**config.mk**
```make
export PLATFORM = sky130hd
export DESIGN_NAME = pc_fetch_unit
export DESIGN_NICKNAME = d
export VERILOG_FILES = /design/src/rtl/riscv_pkg.sv /design/src/rtl/pc_next_sel.sv /design/src/rtl/pc_fetch_unit.sv
export SDC_FILE = /design/constraint.sdc
export NUM_CORES = 1
export LEC_CHECK = 0
export CORE_MARGIN = 1.5
export CORE_UTILIZATION = 37
export CTS_CLUSTER_DIAMETER = 150
export DETAILED_ROUTE_END_ITERATION = 10
export PLACE_DENSITY_LB_ADDON = 0.05
export SKIP_CTS_REPAIR_TIMING = 1
export SLEW_MARGIN = 20
export SYNTH_ARGS = -nofsm -noshare
export SYNTH_HDL_FRONTEND = slang
export SYNTH_SLANG_ARGS = --single-unit
```
**constraint.sdc**
```tcl
create_clock -name clk -period 4.6 [get_ports clk]
set_clock_uncertainty 0.2 [all_clocks]
set_input_delay 1.15 -clock clk [delete_from_list [all_inputs] [get_ports clk]]
set_output_delay 1.15 -clock clk [all_outputs]
set_load 0.05 [all_outputs]
```
**src/rtl/riscv_pkg.sv**
```systemverilog
// Shared definitions for the fetch front end: data width, the NOP encoding
// used as the idle instruction, the fetch FSM states and the PC select codes.
package riscv_pkg;

  localparam int XLEN = 32;
  localparam logic [31:0] NOP_INSTR = 32'h0000_0013;

  typedef enum logic [2:0] {
    BOOT = 3'd0,
    REQ  = 3'd1,
    RESP = 3'd2,
    HOLD = 3'd3,
    HALT = 3'd4
  } fetch_state_t;

  typedef enum logic [1:0] {
    PC_HOLD = 2'd0,
    PC_INC  = 2'd1,
    PC_TGT  = 2'd2
  } pc_sel_t;

endpackage

```
**src/rtl/pc_next_sel.sv**
```systemverilog
// Combinational next-PC select: hold, sequential +4, or redirect target.
// Build option PC_MISALIGN_CHECK_EN: when undefined, the target's low two bits
// are forced to zero here; when defined, the target passes through unchanged
// and the fetch unit refuses misaligned redirects itself.
module pc_next_sel
  import riscv_pkg::*;
#(
  parameter int XLEN = riscv_pkg::XLEN
) (
  input  logic [XLEN-1:0] pc,
  input  logic [XLEN-1:0] branch_target,
  input  pc_sel_t         sel,
  output logic [XLEN-1:0] pc_next
);

  logic [XLEN-1:0] target_aligned;

`ifdef PC_MISALIGN_CHECK_EN
  assign target_aligned = branch_target;
`else
  assign target_aligned = branch_target & ~XLEN'(3);
`endif

  // Pick the next PC; +4 wraps naturally at the top of the address space.
  always_comb begin
    pc_next = pc;
    case (sel)
      PC_INC:  pc_next = pc + XLEN'(4);
      PC_TGT:  pc_next = target_aligned;
      default: pc_next = pc;
    endcase
  end

endmodule

```
**src/rtl/pc_fetch_unit.sv**
```systemverilog
// Program counter and single-outstanding instruction fetch front end.
// Memory handshake: imem_req is held until imem_gnt; the request is accepted
// in the cycle req & gnt are both high, and exactly one imem_rvalid follows
// in a later cycle. Decode side: instr_valid holds instr/instr_pc until a
// cycle with !stall consumes them. imem_req/imem_addr come from registers only.
// Build option PC_MISALIGN_CHECK_EN enables the HALT-on-misaligned-redirect path.
module pc_fetch_unit
  import riscv_pkg::*;
#(
  parameter int               XLEN         = riscv_pkg::XLEN,
  parameter logic [XLEN-1:0]  RESET_VECTOR = '0
) (
  input  logic              clk,
  input  logic              rst,
  input  logic              PCSrc,
  input  logic [XLEN-1:0]   branch_target,
  input  logic              stall,
  output logic              imem_req,
  output logic [XLEN-1:0]   imem_addr,
  input  logic              imem_gnt,
  input  logic              imem_rvalid,
  input  logic [31:0]       imem_rdata,
  output logic              instr_valid,
  output logic [31:0]       instr,
  output logic [XLEN-1:0]   instr_pc,
  output logic              misaligned,
  output fetch_state_t      dbg_state
);

  fetch_state_t    state, state_n;
  logic [XLEN-1:0] pc, pc_next;
  pc_sel_t         pc_sel;
  logic            kill, kill_n;
  logic            valid_n;
  logic            capture;

  pc_next_sel #(.XLEN(XLEN)) u_pc_next_sel (
    .pc            (pc),
    .branch_target (branch_target),
    .sel           (pc_sel),
    .pc_next       (pc_next)
  );

  assign imem_req  = (state == REQ);
  assign imem_addr = pc;
  assign dbg_state = state;

`ifdef PC_MISALIGN_CHECK_EN
  logic bad_target;
  logic mis_n;
  assign bad_target = PCSrc && (branch_target[1:0] != 2'b00);
`endif

  // Next-state, PC select and output-register control; redirect wins over
  // stall and consumption in every state.
  always_comb begin
    state_n = state;
    pc_sel  = PC_HOLD;
    kill_n  = kill;
    valid_n = instr_valid;
    capture = 1'b0;
`ifdef PC_MISALIGN_CHECK_EN
    mis_n   = misaligned;
`endif
    case (state)
      BOOT: begin
        state_n = REQ;
        if (PCSrc) pc_sel = PC_TGT;
      end
      REQ: begin
        if (PCSrc) pc_sel = PC_TGT;
        if (imem_gnt) begin
          state_n = RESP;
          kill_n  = PCSrc;  // accepted request is for the old address
        end
      end
      RESP: begin
        if (PCSrc) begin
          pc_sel = PC_TGT;
          if (imem_rvalid) begin
            state_n = REQ;
            kill_n  = 1'b0;
          end else begin
            kill_n  = 1'b1;
          end
        end else if (imem_rvalid) begin
          if (kill) begin
            state_n = REQ;
            kill_n  = 1'b0;
          end else begin
            capture = 1'b1;
            valid_n = 1'b1;
            state_n = HOLD;
          end
        end
      end
      HOLD: begin
        if (PCSrc) begin
          pc_sel  = PC_TGT;
          valid_n = 1'b0;
          state_n = REQ;
        end else if (!stall) begin
          pc_sel  = PC_INC;
          valid_n = 1'b0;
          state_n = REQ;
        end
      end
`ifdef PC_MISALIGN_CHECK_EN
      HALT: begin
        valid_n = 1'b0;
      end
`endif
      default: begin
        state_n = BOOT;
      end
    endcase
`ifdef PC_MISALIGN_CHECK_EN
    // A misaligned redirect parks the unit until reset; any response is dropped.
    if (state != HALT && bad_target) begin
      state_n = HALT;
      pc_sel  = PC_HOLD;
      valid_n = 1'b0;
      capture = 1'b0;
      kill_n  = 1'b0;
      mis_n   = 1'b1;
    end
`endif
  end

  // State, PC, kill flag and the decode-facing output register.
  always_ff @(posedge clk or posedge rst) begin
    if (rst) begin
      state       <= BOOT;
      pc          <= RESET_VECTOR;
      kill        <= 1'b0;
      instr_valid <= 1'b0;
      instr       <= NOP_INSTR;
      instr_pc    <= RESET_VECTOR;
    end else begin
      state       <= state_n;
      pc          <= pc_next;
      kill        <= kill_n;
      instr_valid <= valid_n;
      if (capture) begin
        instr    <= imem_rdata;
        instr_pc <= pc;
      end
    end
  end

`ifdef PC_MISALIGN_CHECK_EN
  // Sticky misaligned flag, cleared only by reset.
  always_ff @(posedge clk or posedge rst) begin
    if (rst) misaligned <= 1'b0;
    else     misaligned <= mis_n;
  end
`else
  assign misaligned = 1'b0;
`endif

endmodule

```
# After elaboration in Yosys (flattened, before gate mapping)
# Index checks and enable logic that the tools add are counted.
[op_classes] n_eq_ne=11 muxes=28 n_addsub=1 reduce_logical=8
[op_table] op="case mux 32 bit (2 select lines)" count=1
[op_table] op="adder 32 x 3 -> 32 bit, second input constant" count=1
[op_table] op="two-way mux 3 bit" count=6
[op_table] op="two-way mux 1 bit" count=14
[op_table] op="case mux 3 bit (4 select lines)" count=1
[op_table] op="equality test 3 x 2 -> 1 bit, second input constant" count=2
[op_table] op="two-way mux 2 bit" count=3
[op_table] op="!= test 2 bit, second input constant" count=3
[op_table] op="!= test 3 bit, second input constant" count=2
[op_table] op="AND reduction 3 bit" count=2
[op_table] op="nonzero test 2 bit" count=3
[op_table] op="AND reduction 5 bit" count=1
[op_table] op="case mux 1 bit (2 select lines)" count=2
[op_table] op="case mux 2 bit (2 select lines)" count=1
[op_table] op="equality test 3 x 1 -> 1 bit, second input constant" count=1
[op_table] op="logical NOT 3 bit" count=1
[op_table] op="OR reduction 3 bit" count=1
[op_table] op="equality test 2 x 1 -> 1 bit, second input constant" count=1
[op_table] op="equality test 2 bit, second input constant" count=1
[op_table] op="!= test 2 x 1 -> 1 bit, second input constant" count=1
[totals] elab_cells=54 register_bits=101 output_inout_bits=102

# Logic depth before layout (Yosys ltp)
# Gate-level depths: netlist (run 1).
[depth] word_depth=5 mapped_depth=9 mapped_depth_nobuf=7

# Hierarchy
# A second synthesis (run 1) with hierarchy kept.
[hier_totals] hier_cells=408 hier_area_um2=4973.5
[modules_own_cells] mod="pc_fetch_unit" instances=1 cells_per_inst=196 area_each_um2=3638.5
[modules_own_cells] mod="pc_next_sel" instances=1 cells_per_inst=212 area_each_um2=1335.0

# Worst setup path after synthesis (run 1)
# No wires, ideal clock.
[synth_path] path_type="input to register" from="input port PCSrc" to="register pc[21], in the netlist imem_addr[21]" stages=7 path_slack_ns=1.643 setup_time_ns=0.070 path_buffers=1 t_arrival_ns=2.687 t_required_ns=4.330 path_cell_list="nor2b_1 -> nand3b_1 -> ha_1 -> or2_2 -> buf_1 -> or4_1 -> nand3_1"
[synth_between] elab_chain_len=4 word_cells_on_any_way=7 classes_between="2 x eq/ne; 4 x mux; 1 x reduce/logical"
[synth_lines] element="start, declared" line="pc_fetch_unit.sv:15" source="input logic PCSrc,"
[synth_lines] element="two-way mux 2 bit (on tied branches)"
[synth_lines] element="case mux 2 bit (2 select lines) *" line="pc_fetch_unit.sv:65" source="case (state)"
[synth_lines] element="equality test 2 bit or equality test 2 x 1 -> 1 bit (tied branches)" line="pc_next_sel.sv:27" source="case (sel)"
[synth_lines] element="case mux 32 bit (2 select lines) or nonzero test 2 bit (tied branches)"
[synth_lines] element="end signal, assigned" line="pc_fetch_unit.sv:141" source="pc <= pc_next;"
[synth_lines] element="end, declared" line="pc_fetch_unit.sv:31" source="logic [XLEN-1:0] pc, pc_next;"
# Mark *: on every way between the ends. The rest lies on a longest branch, timed or not.
# A chain may end at the register's enable or synchronous reset.

# Worst setup path after layout (run 1)
[layout_path] from="input port PCSrc" to="register pc[16], in the netlist imem_addr[16]"
# The elaborated chain is that of the path after synthesis.

==> results of run 1 <==
==> synth_stat cells (2+ instances only) <==
library cell | number | area share
dfrtp_1 | 93 | 0.50
mux2_2 | 64 | 0.16
o21ai_0 | 24 | 0.026
nor2_1 | 22 | 0.018
nand2_1 | 16 | 0.013
a21oi_1 | 15 | 0.016
clkbuf_1 | 12 | 0.0097
inv_1 | 12 | 0.0097
nand3_1 | 11 | 0.012
a31oi_1 | 8 | 0.011
and4_1 | 8 | 0.015
buf_2 | 8 | 0.0087
buf_4 | 8 | 0.013
a22oi_1 | 7 | 0.011
nand4_1 | 7 | 0.0095
nor3_1 | 7 | 0.0076
nor4_1 | 7 | 0.0095
o22ai_1 | 5 | 0.0068
a211oi_1 | 4 | 0.0065
a311oi_1 | 4 | 0.0076
or3_1 | 4 | 0.0054
and3_1 | 3 | 0.0041
buf_1 | 3 | 0.0024
dfstp_2 | 3 | 0.017
nand2b_1 | 3 | 0.0041
nor2b_1 | 3 | 0.0041
nor3b_1 | 3 | 0.0049
or2_2 | 3 | 0.0041
a221o_1 | 2 | 0.0043
a32oi_1 | 2 | 0.0038
and2_1 | 2 | 0.0027
and4b_1 | 2 | 0.0043
clkbuf_2 | 2 | 0.0022
clkbuf_8 | 2 | 0.0059
ha_1 | 2 | 0.0054
o211ai_1 | 2 | 0.0032
o311ai_0 | 2 | 0.0038
o32ai_1 | 2 | 0.0038
or3_2 | 2 | 0.0032
or4_1 | 2 | 0.0032
or4_4 | 2 | 0.0049
==> path summary, 6_finish.rpt <==
path	start	endpoint	slack [ns]	depth (start not counted)
max in group asynchronous	rst	instr[1]$_DFFE_PP1P_	2.36	3
worst max-delay path	PCSrc	imem_addr[16]$_DFFE_PP0P_	1.07	8
min in group asynchronous	rst	instr[18]$_DFFE_PP0P_	1.03	2
worst min register to register	instr[5]$_DFFE_PP0P_	instr[5]$_DFFE_PP0P_	0.30	1
worst min-delay path	instr[5]$_DFFE_PP0P_	instr[5]$_DFFE_PP0P_	0.30	1
worst max register to register	dbg_state[1]$_DFFE_PP0P_	imem_addr[16]$_DFFE_PP0P_	1.83	7
==> stage by stage <==
step | setup slack [ns] | utilization | instances | power (W)
final | 1.07 | 0.550 | 730 | 0.00502
after global routing | 0.854 | 0.550 | 730 | 0.00527
after CTS | 1.08 | 0.550 | 730 | 0.00507
after detailed placement | 0.735 | 0.523 | 715 | 0.00424
after global placement | 0.761 | 0.523 | 715 | 0.00420
after floorplan | 0.750 | - | 414 | 0.00330
==> layout by cell type, fill, tap and decap left out, drive strengths merged, types with 5 or more instances in the layout <==
cell           instances
nand4                  8
dfrtp                 93
nor3                   7
a211oi                 5
nor2                  22
and4                   9
clkdlybuf4s50        163
mux2                  64
a21oi                 15
o22ai                  5
conb                   6
nand3                 11
nand2                 16
nor4                   7
a22oi                  7
buf                    7
a31oi                  8
or3                    6
o21ai                 24
inv                   12
clkbuf                12
==> layer usage <==
| layer | wire, µm | GRT usage |
|---|---|---|
| met3 | 820 | 0.0438 |
| met2 | 5540 | 0.293 |
| met1 | 5410 | 0.243 |
| met4 | 170 | 0.0716 |
| met5 | 0 | 0 |
==> logic make-up after synthesis <==
logic type	after synthesis	synth area share
flip-flops	96	0.520
other	1	0.000810
adder cells (fa/ha/maj)	2	0.00541
multiplexers	65	0.158
AO/OA/AOI/OAI	84	0.119
AND/OR/NAND/NOR	112	0.141
buffers and inverters	49	0.0560
==> layout make-up <==
cell class,instances,share of cell area
well taps,168,0.0316
multi-input cells,269,0.299
repair buffers,170,0.253
clock buffers,12,0.0385
clock inverters,3,0.00977
flip-flops and latches,96,0.361
inverters,12,0.00714
==> flip-flops by register name, summed over array words and instances (netlist names) <==
register     flops
instr_pc        30
instr_valid      1
imem_addr       30
instr           32
dbg_state        2
kill             1
==> critical path: stages <==
cell	delay, ns
clkdlybuf4s50_1	0.48
nor2b_1	0.22
nand3b_1	0.11
ha_1	0.47
inv_1	0.41
nand2_1	0.12
o311a_2	0.35
a221o_1	0.25
==> power by group through the flow <==
stage	Combinational, W	Sequential, W	Clock [W]
detailed placement	0.00269	0.00155	0
finish	0.00268	0.00153	0.000809
floorplan	0.000612	0.00269	0
global route	0.00281	0.00160	0.000861
global placement	0.00267	0.00153	0
CTS	0.00270	0.00154	0.000831
==> impl_metrics.ini, run 1 <==
[final_layout]
register_area_mm2 = 0.00241
diodes = 0
nFillCells = 1083
fin_area_mm2 = 0.00666
nNetsFinal = 630
multiInputGateArea_mm2 = 0.00199
synthToLayoutAreaGrowth_pct = 43.9
drive_above_1_share = 0.183

[worst_hold_path]
min_path_type = reg -> reg

[logic_synthesis]
yosys_warnings = 0
netlist_instances = 409
synth_flop_cell = dfrtp_1
yosysSeqAreaShare = 0.520
syn_area_mm2 = 0.00463
syn_avg_cell_area_um2 = 11.3
ys_ff_latch = 96
synth-edff-count = 0
ys_types = 57
synthArstFlopShare = 1.00

[clocking]
cts_tree = yes
clkLatencyLatePin_ns = 0.34
cts_made_buffers = 9
cts_sinks = 96
clockRootBuffer = clkbuf_16
clk_pin_slew_ns = 0.06
cts_buffer_depth = 2
ctsHtreeMaxLevel = 3

[place]
place_congestion = 0.792
io_buffers = 163
dp_hpwl_um = 8340
dpl_cell_area_mm2 = 0.00634

[floorplan]
dieArea_mm2 = 0.0132
initial_core_util = 0.382
fp.coreArea_mm2 = 0.0121
die_h_um = 115
ios = 172
fp.dieW_um = 115
rows = 40

[power_and_ir_drop]
peakVddDrop_v = 0.000363
clock_power_share = 0.161
switching_share = 0.469
p_sw_w = 0.00235
p_seq_frac = 0.305
power_frac_comb = 0.534
powerDensity_mw_per_mm2 = 754
intPower_w = 0.00267
leakagePower_nw = 2.73

[worst_setup_path]
cp-start-kind = input port
worstSetupPathType = in -> reg
cp_max_fo = 11
cp.required_ns = 4.63
critPathCaptureType = flip-flop
cp.arrival_ns = 3.56

[grt]
grt_max_degree = 63
grt_pass1_wl_um = 19100
antenna_found_initial = 0
grt_usage = 0.184
grt_pass1_vias = 3779
globalRouteOverflowTotal = 0

[timing]
rsz0062_at_grt = no
worstMarginPinSlew_ns = 0.824
finalSetupTns_ns = 0
period_minus_slack_ns = 3.53
fmax_mhz = 283
slew_headroom = 0.450
hold-worst-slack_ns = 0.302
final-hold-violation-count = 0
fin_crit_sh = 0.768
drv_slew = 0
setup_viol = 0

[detailed_routing]
first_iter_violations = 187
num_vias = 3794
wl_per_cell_um = 16.4
ant_nets = 0
via_per_inst = 5.20
drt_wl_total_um = 11900
first_pass_iters = 4
drcViolationCount = 0

[run_status]
status = finished clean

[flow_run]
drv_cap = 0
(Power assumes the default switching activity.)
==> run 2, diff against run 1 <==
==> constraint.sdc (replaced) <==
create_clock -name clk -period 3 [get_ports clk]
set_clock_uncertainty 0.2 [all_clocks]
set_input_delay 0.75 -clock clk [delete_from_list [all_inputs] [get_ports clk]]
set_output_delay 0.75 -clock clk [all_outputs]
set_load 0.05 [all_outputs]
==> run 2 against run 1 <==
- clock power grew 51%
- register-to-register slack lost 1.3 ns
- sequential share of layout area shrank 0.91 points
- global-route usage grew 0.32 points
- hold slack gained 0.0029 ns
- first-iteration DRC count shrank 7.5%
- combinational power grew 55%
- power grew 54%
- via count grew 2.3%
- critical path type is now reg -> out
- critical endpoint is now imem_req
- largest power group unchanged
- highest routed layer unchanged
==> impl_metrics.ini, run 2 (synthesized netlist as in run 1, its figures left out) <==
[timing]
fmax_mhz = 354
slew_headroom = 0.640
final-hold-violation-count = 0
setup_slack_ns = 0.177
worstMarginPinSlew_ns = 0.539
rsz0062_at_grt = no
setup_viol = 0
hold-worst-slack_ns = 0.305
fin_crit_sh = 0.941
drv_slew = 0
period_minus_slack_ns = 2.82

[final_layout]
synthToLayoutAreaGrowth_pct = 47.6
diodes = 0
nFillCells = 1108
stdcell_count = 750
drive_above_1_share = 0.210
final_cell_mix = 163 x clkdlybuf4s50_1, 93 x dfrtp_1, 64 x mux2_2
largest_reg_flops = 32
final_common_cell = clkdlybuf4s50_1
max_flop_register = instr
register_area_mm2 = 0.00241
multiInputGateArea_mm2 = 0.00198
nNetsFinal = 649

[clocking]
ctsHtreeMaxLevel = 3
cts_sinks = 96
clockRootBuffer = clkbuf_16
cts_made_buffers = 9
cts_buffer_depth = 2
cts_tree = yes
clkLatencyLatePin_ns = 0.34
clk_pin_slew_ns = 0.06

[run_status]
status = finished clean

[detailed_routing]
num_vias = 3880
first_pass_iters = 4
wl_per_cell_um = 16.3
drcViolationCount = 0
drt_wl_total_um = 12200
first_iter_violations = 173
via_per_inst = 5.17
ant_nets = 0

[floorplan]
die_h_um = 115
ios = 172
dieArea_mm2 = 0.0132
rows = 40
fp.dieW_um = 115
initial_core_util = 0.382
fp.coreArea_mm2 = 0.0121

[worst_setup_path]
cp.required_ns = 2.05
cp_cell_sequence = inv_1 -> nor2_1 -> clkdlybuf4s50_1
cp-start-kind = flip-flop
slowest_stage = clkdlybuf4s50_1
crit_family = buffers and inverters
worst_path_largest_cell_delay_ns = 0.82
cp_max_fo = 7
critPathCaptureType = output port
cp.arrival_ns = 1.87
path_buf_inv = 2
worstSetupPathType = reg -> out

[grt]
grt_pass1_wl_um = 19400
globalRouteOverflowTotal = 0
antenna_found_initial = 0
grt_usage = 0.187
grt_pass1_vias = 3907
grt_max_degree = 53

[place]
dp_hpwl_um = 8780
pre_cts_slack_ns = -0.0874
dp_cells = 734
place_congestion = 0.806
io_buffers = 163

[power_and_ir_drop]
leakagePower_nw = 2.83
powerDensity_mw_per_mm2 = 1130
peakVddDrop_v = 0.000488

[flow_run]
drv_cap = 0

[worst_hold_path]
min_path_type = reg -> reg
## run 2: path summary, 6_finish.rpt
check                                            endpoint  cells after the start  slack (ns)                      from
worst max register to register  imem_addr[26]$_DFFE_PP0P_                      5        0.53  imem_addr[2]$_DFFE_PP0P_
min in group asynchronous            instr[3]$_DFFE_PP0P_                      2        0.58                       rst
worst min register to register      instr[23]$_DFFE_PP0P_                      1        0.30     instr[23]$_DFFE_PP0P_
worst min-delay path                instr[23]$_DFFE_PP0P_                      1        0.30     instr[23]$_DFFE_PP0P_
worst max-delay path                             imem_req                      3        0.18  dbg_state[0]$_DFFE_PP0P_
max in group asynchronous           instr[14]$_DFFE_PP0P_                      3        1.36                       rst
## run 2: area by class of cell
| class | instances | area share |
|---|---|---|
| clock inverter | 2 | 0.00513 |
| tap | 168 | 0.0308 |
| multi-input combinational | 269 | 0.290 |
| clock buffer | 14 | 0.0416 |
| inverter | 12 | 0.00714 |
| sequential | 96 | 0.352 |
| timing repair buffer | 189 | 0.273 |
## run 2: power breakdown
part           internal [W]  leakage (nW)  switching (W)
Sequential          0.00184          1.19       0.000507
Clock              0.000737         0.159       0.000479
Combinational       0.00152          1.48        0.00264
## run 2: through the flow
stage | TNS, ns | area (µm²) | power (W) | util
4_1_cts | 0 | 6830 | 0.00780 | 0.564
2_1_floorplan | 0 | 4650 | 0.00506 | -
3_3_place_gp | -0.648 | 6510 | 0.00649 | 0.538
6_report | 0 | 6830 | 0.00772 | 0.564
3_5_place_dp | -0.523 | 6510 | 0.00656 | 0.538
5_1_grt | 0 | 6830 | 0.00812 | 0.564
## run 2: per-layer routing
| metal | global-route usage | routed length (µm) | up-vias |
|---|---|---|---|
| li1 | - | - | 1837 |
| met1 | 0.247 | 5710 | 1868 |
| met2 | 0.295 | 5530 | 158 |
| met3 | 0.0448 | 820 | 17 |
| met4 | 0.0782 | 168 | 0 |
| met5 | 0 | 0 | - |
==> run 3, diff against run 2 <==
--- a/config.mk
+++ b/config.mk
@@ -5,7 +5,7 @@
 export SDC_FILE = /design/constraint.sdc
 export NUM_CORES = 1
 export LEC_CHECK = 0
-export CORE_MARGIN = 1.5
+export CORE_MARGIN = 5
 export CORE_UTILIZATION = 37
 export CTS_CLUSTER_DIAMETER = 150
 export DETAILED_ROUTE_END_ITERATION = 10
==> run 3 against run 2 <==
- count of clock-buffer cells in the layout unchanged
- sequential cell count is the same
- cell area decreased by 1.6%
- critical path type unchanged
- largest power group unchanged
- highest routed layer unchanged
==> impl_metrics.ini, run 3 (synthesized netlist as in run 1, its figures left out) <==
[worst_hold_path]
min-delay-start = instr[6]$_DFFE_PP0P_
min_path_type = reg -> reg
whs_path_depth = 1
min_to = instr[6]$_DFFE_PP0P_

[timing]
slew_headroom = 0.525
drv_slew = 0
setup_viol = 0
hold-worst-slack_ns = 0.304
rsz0062_at_grt = no
finalSetupTns_ns = 0
worstMarginPinSlew_ns = 0.713
final-hold-violation-count = 0
fmax_mhz = 351
period_minus_slack_ns = 2.85
fin_crit_sh = 0.950

[grt]
grt_usage = 0.174
globalRouteOverflowTotal = 0
grt_pass1_wl_um = 20600
grt_max_degree = 63
antenna_found_initial = 0
grt_pass1_vias = 3890

[clocking]
clkLatencyLatePin_ns = 0.34
clockRootBuffer = clkbuf_16
clk_pin_slew_ns = 0.06
cts_sinks = 96
cts_made_buffers = 9
ctsHtreeMaxLevel = 3
cts_buffer_depth = 2
cts_tree = yes

[detailed_routing]
via_per_inst = 5.20
first_pass_iters = 4
num_vias = 3860
ant_nets = 0
drcViolationCount = 0
drt_wl_total_um = 12900
first_iter_violations = 268
wl_per_cell_um = 17.4

[place]
dp_hpwl_um = 9330
dp_cells = 727
io_buffers = 163
place_congestion = 0.817
dpl_cell_area_mm2 = 0.00643

[worst_setup_path]
reg2reg_to = imem_addr[25]$_DFFE_PP0P_
worstRegToRegCells = 7
rr_startpoint = dbg_state[1]$_DFFE_PP0P_
cp_max_fo = 7
cp-start-kind = flip-flop
cp.arrival_ns = 1.90
critPathCaptureType = output port
r2r_slack_ns = 0.48
cp.required_ns = 2.05
worstSetupPathType = reg -> out

[power_and_ir_drop]
clock_power_share = 0.145
power_frac_comb = 0.546
peakVddDrop_v = 0.000569
powerDensity_mw_per_mm2 = 1130
leakagePower_nw = 2.77
switching_share = 0.479
p_sw_w = 0.00365
power.total_w = 0.00762
p_seq_frac = 0.309
intPower_w = 0.00397

[floorplan]
ios = 172
dieArea_mm2 = 0.0148
rows = 40
initial_core_util = 0.381
fp.dieW_um = 122
die_h_um = 122
fp.coreArea_mm2 = 0.0122

[final_layout]
diodes = 0
stdcell_count = 743
max_flop_register = instr
synthToLayoutAreaGrowth_pct = 45.2
fin_area_mm2 = 0.00672
largest_reg_flops = 32
final_cell_mix = 163 x clkdlybuf4s50_1, 93 x dfrtp_1, 64 x mux2_2
nFillCells = 1102
final_common_cell = clkdlybuf4s50_1
nNetsFinal = 642
drive_above_1_share = 0.198

[run_status]
status = finished clean

[flow_run]
drv_cap = 0
## run 3: cell count changes in the layout (fill, tap and decap cells not counted)
cell,previous run,this run
clkbuf_1,1,2
clkinvlp_4,1,2
buf_12,3,1
bufinv_16,1,0
clkbuf_8,4,3
buf_4,23,18
## run 3: layout make-up
type	instances	area (µm²)	area share
sequential	96	2410	0.358
clock inverter	2	12.5	0.00186
clock buffer	14	274	0.0408
multi-input combinational	269	1980	0.295
tap	168	210	0.0313
inverter	12	48.8	0.00726
timing repair buffer	182	1790	0.266
## run 3: power by group through the flow
| stage | sequential, W | combinational, W | clock (W) |
|---|---|---|---|
| floorplan | 0.00413 | 0.000939 | 0 |
| global placement | 0.00235 | 0.00415 | 0 |
| detailed placement | 0.00238 | 0.00419 | 0 |
| CTS | 0.00236 | 0.00420 | 0.00114 |
| global route | 0.00245 | 0.00435 | 0.00120 |
| finish | 0.00235 | 0.00416 | 0.00111 |
## run 3: metrics by stage
| stage | utilization | setup slack (ns) |
|---|---|---|
| after floorplan | - | 0.247 |
| after global placement | 0.529 | -0.150 |
| after detailed placement | 0.529 | -0.161 |
| after CTS | 0.553 | 0.129 |
| after global routing | 0.553 | 0.0184 |
| final | 0.553 | 0.150 |
## run 3: how the worst max path moves through the flow
| stage | to | startpoint | cells after the start |
|---|---|---|---|
| 6_report | imem_req | dbg_state[0]$_DFFE_PP0P_ | 3 |
| 5_1_grt | imem_addr[29]$_DFFE_PP0P_ | PCSrc | 8 |
| 4_1_cts | imem_req | dbg_state[0]$_DFFE_PP0P_ | 3 |
| 3_5_place_dp | imem_addr[25]$_DFFE_PP0P_ | PCSrc | 8 |
| 3_3_place_gp | imem_addr[29]$_DFFE_PP0P_ | PCSrc | 8 |
| 2_1_floorplan | imem_addr[21]$_DFFE_PP0P_ | dbg_state[1]$_DFFE_PP0P_ | 8 |
## run 3: layer usage
metal / share of wire / vias up / GRT usage
li1: - / 1831 / -
met1: 0.45 / 1895 / 0.229
met2: 0.47 / 124 / 0.274
met3: 0.067 / 10 / 0.0478
met4: 0.012 / 0 / 0.0644
met5: 0 / - / 0
## run 3: critical path, stage by stage (launching register included)
cell and delay [ns]:
dfrtp_1 0.47, inv_1 0.12, nor2_1 0.14, clkdlybuf4s50_1 0.83
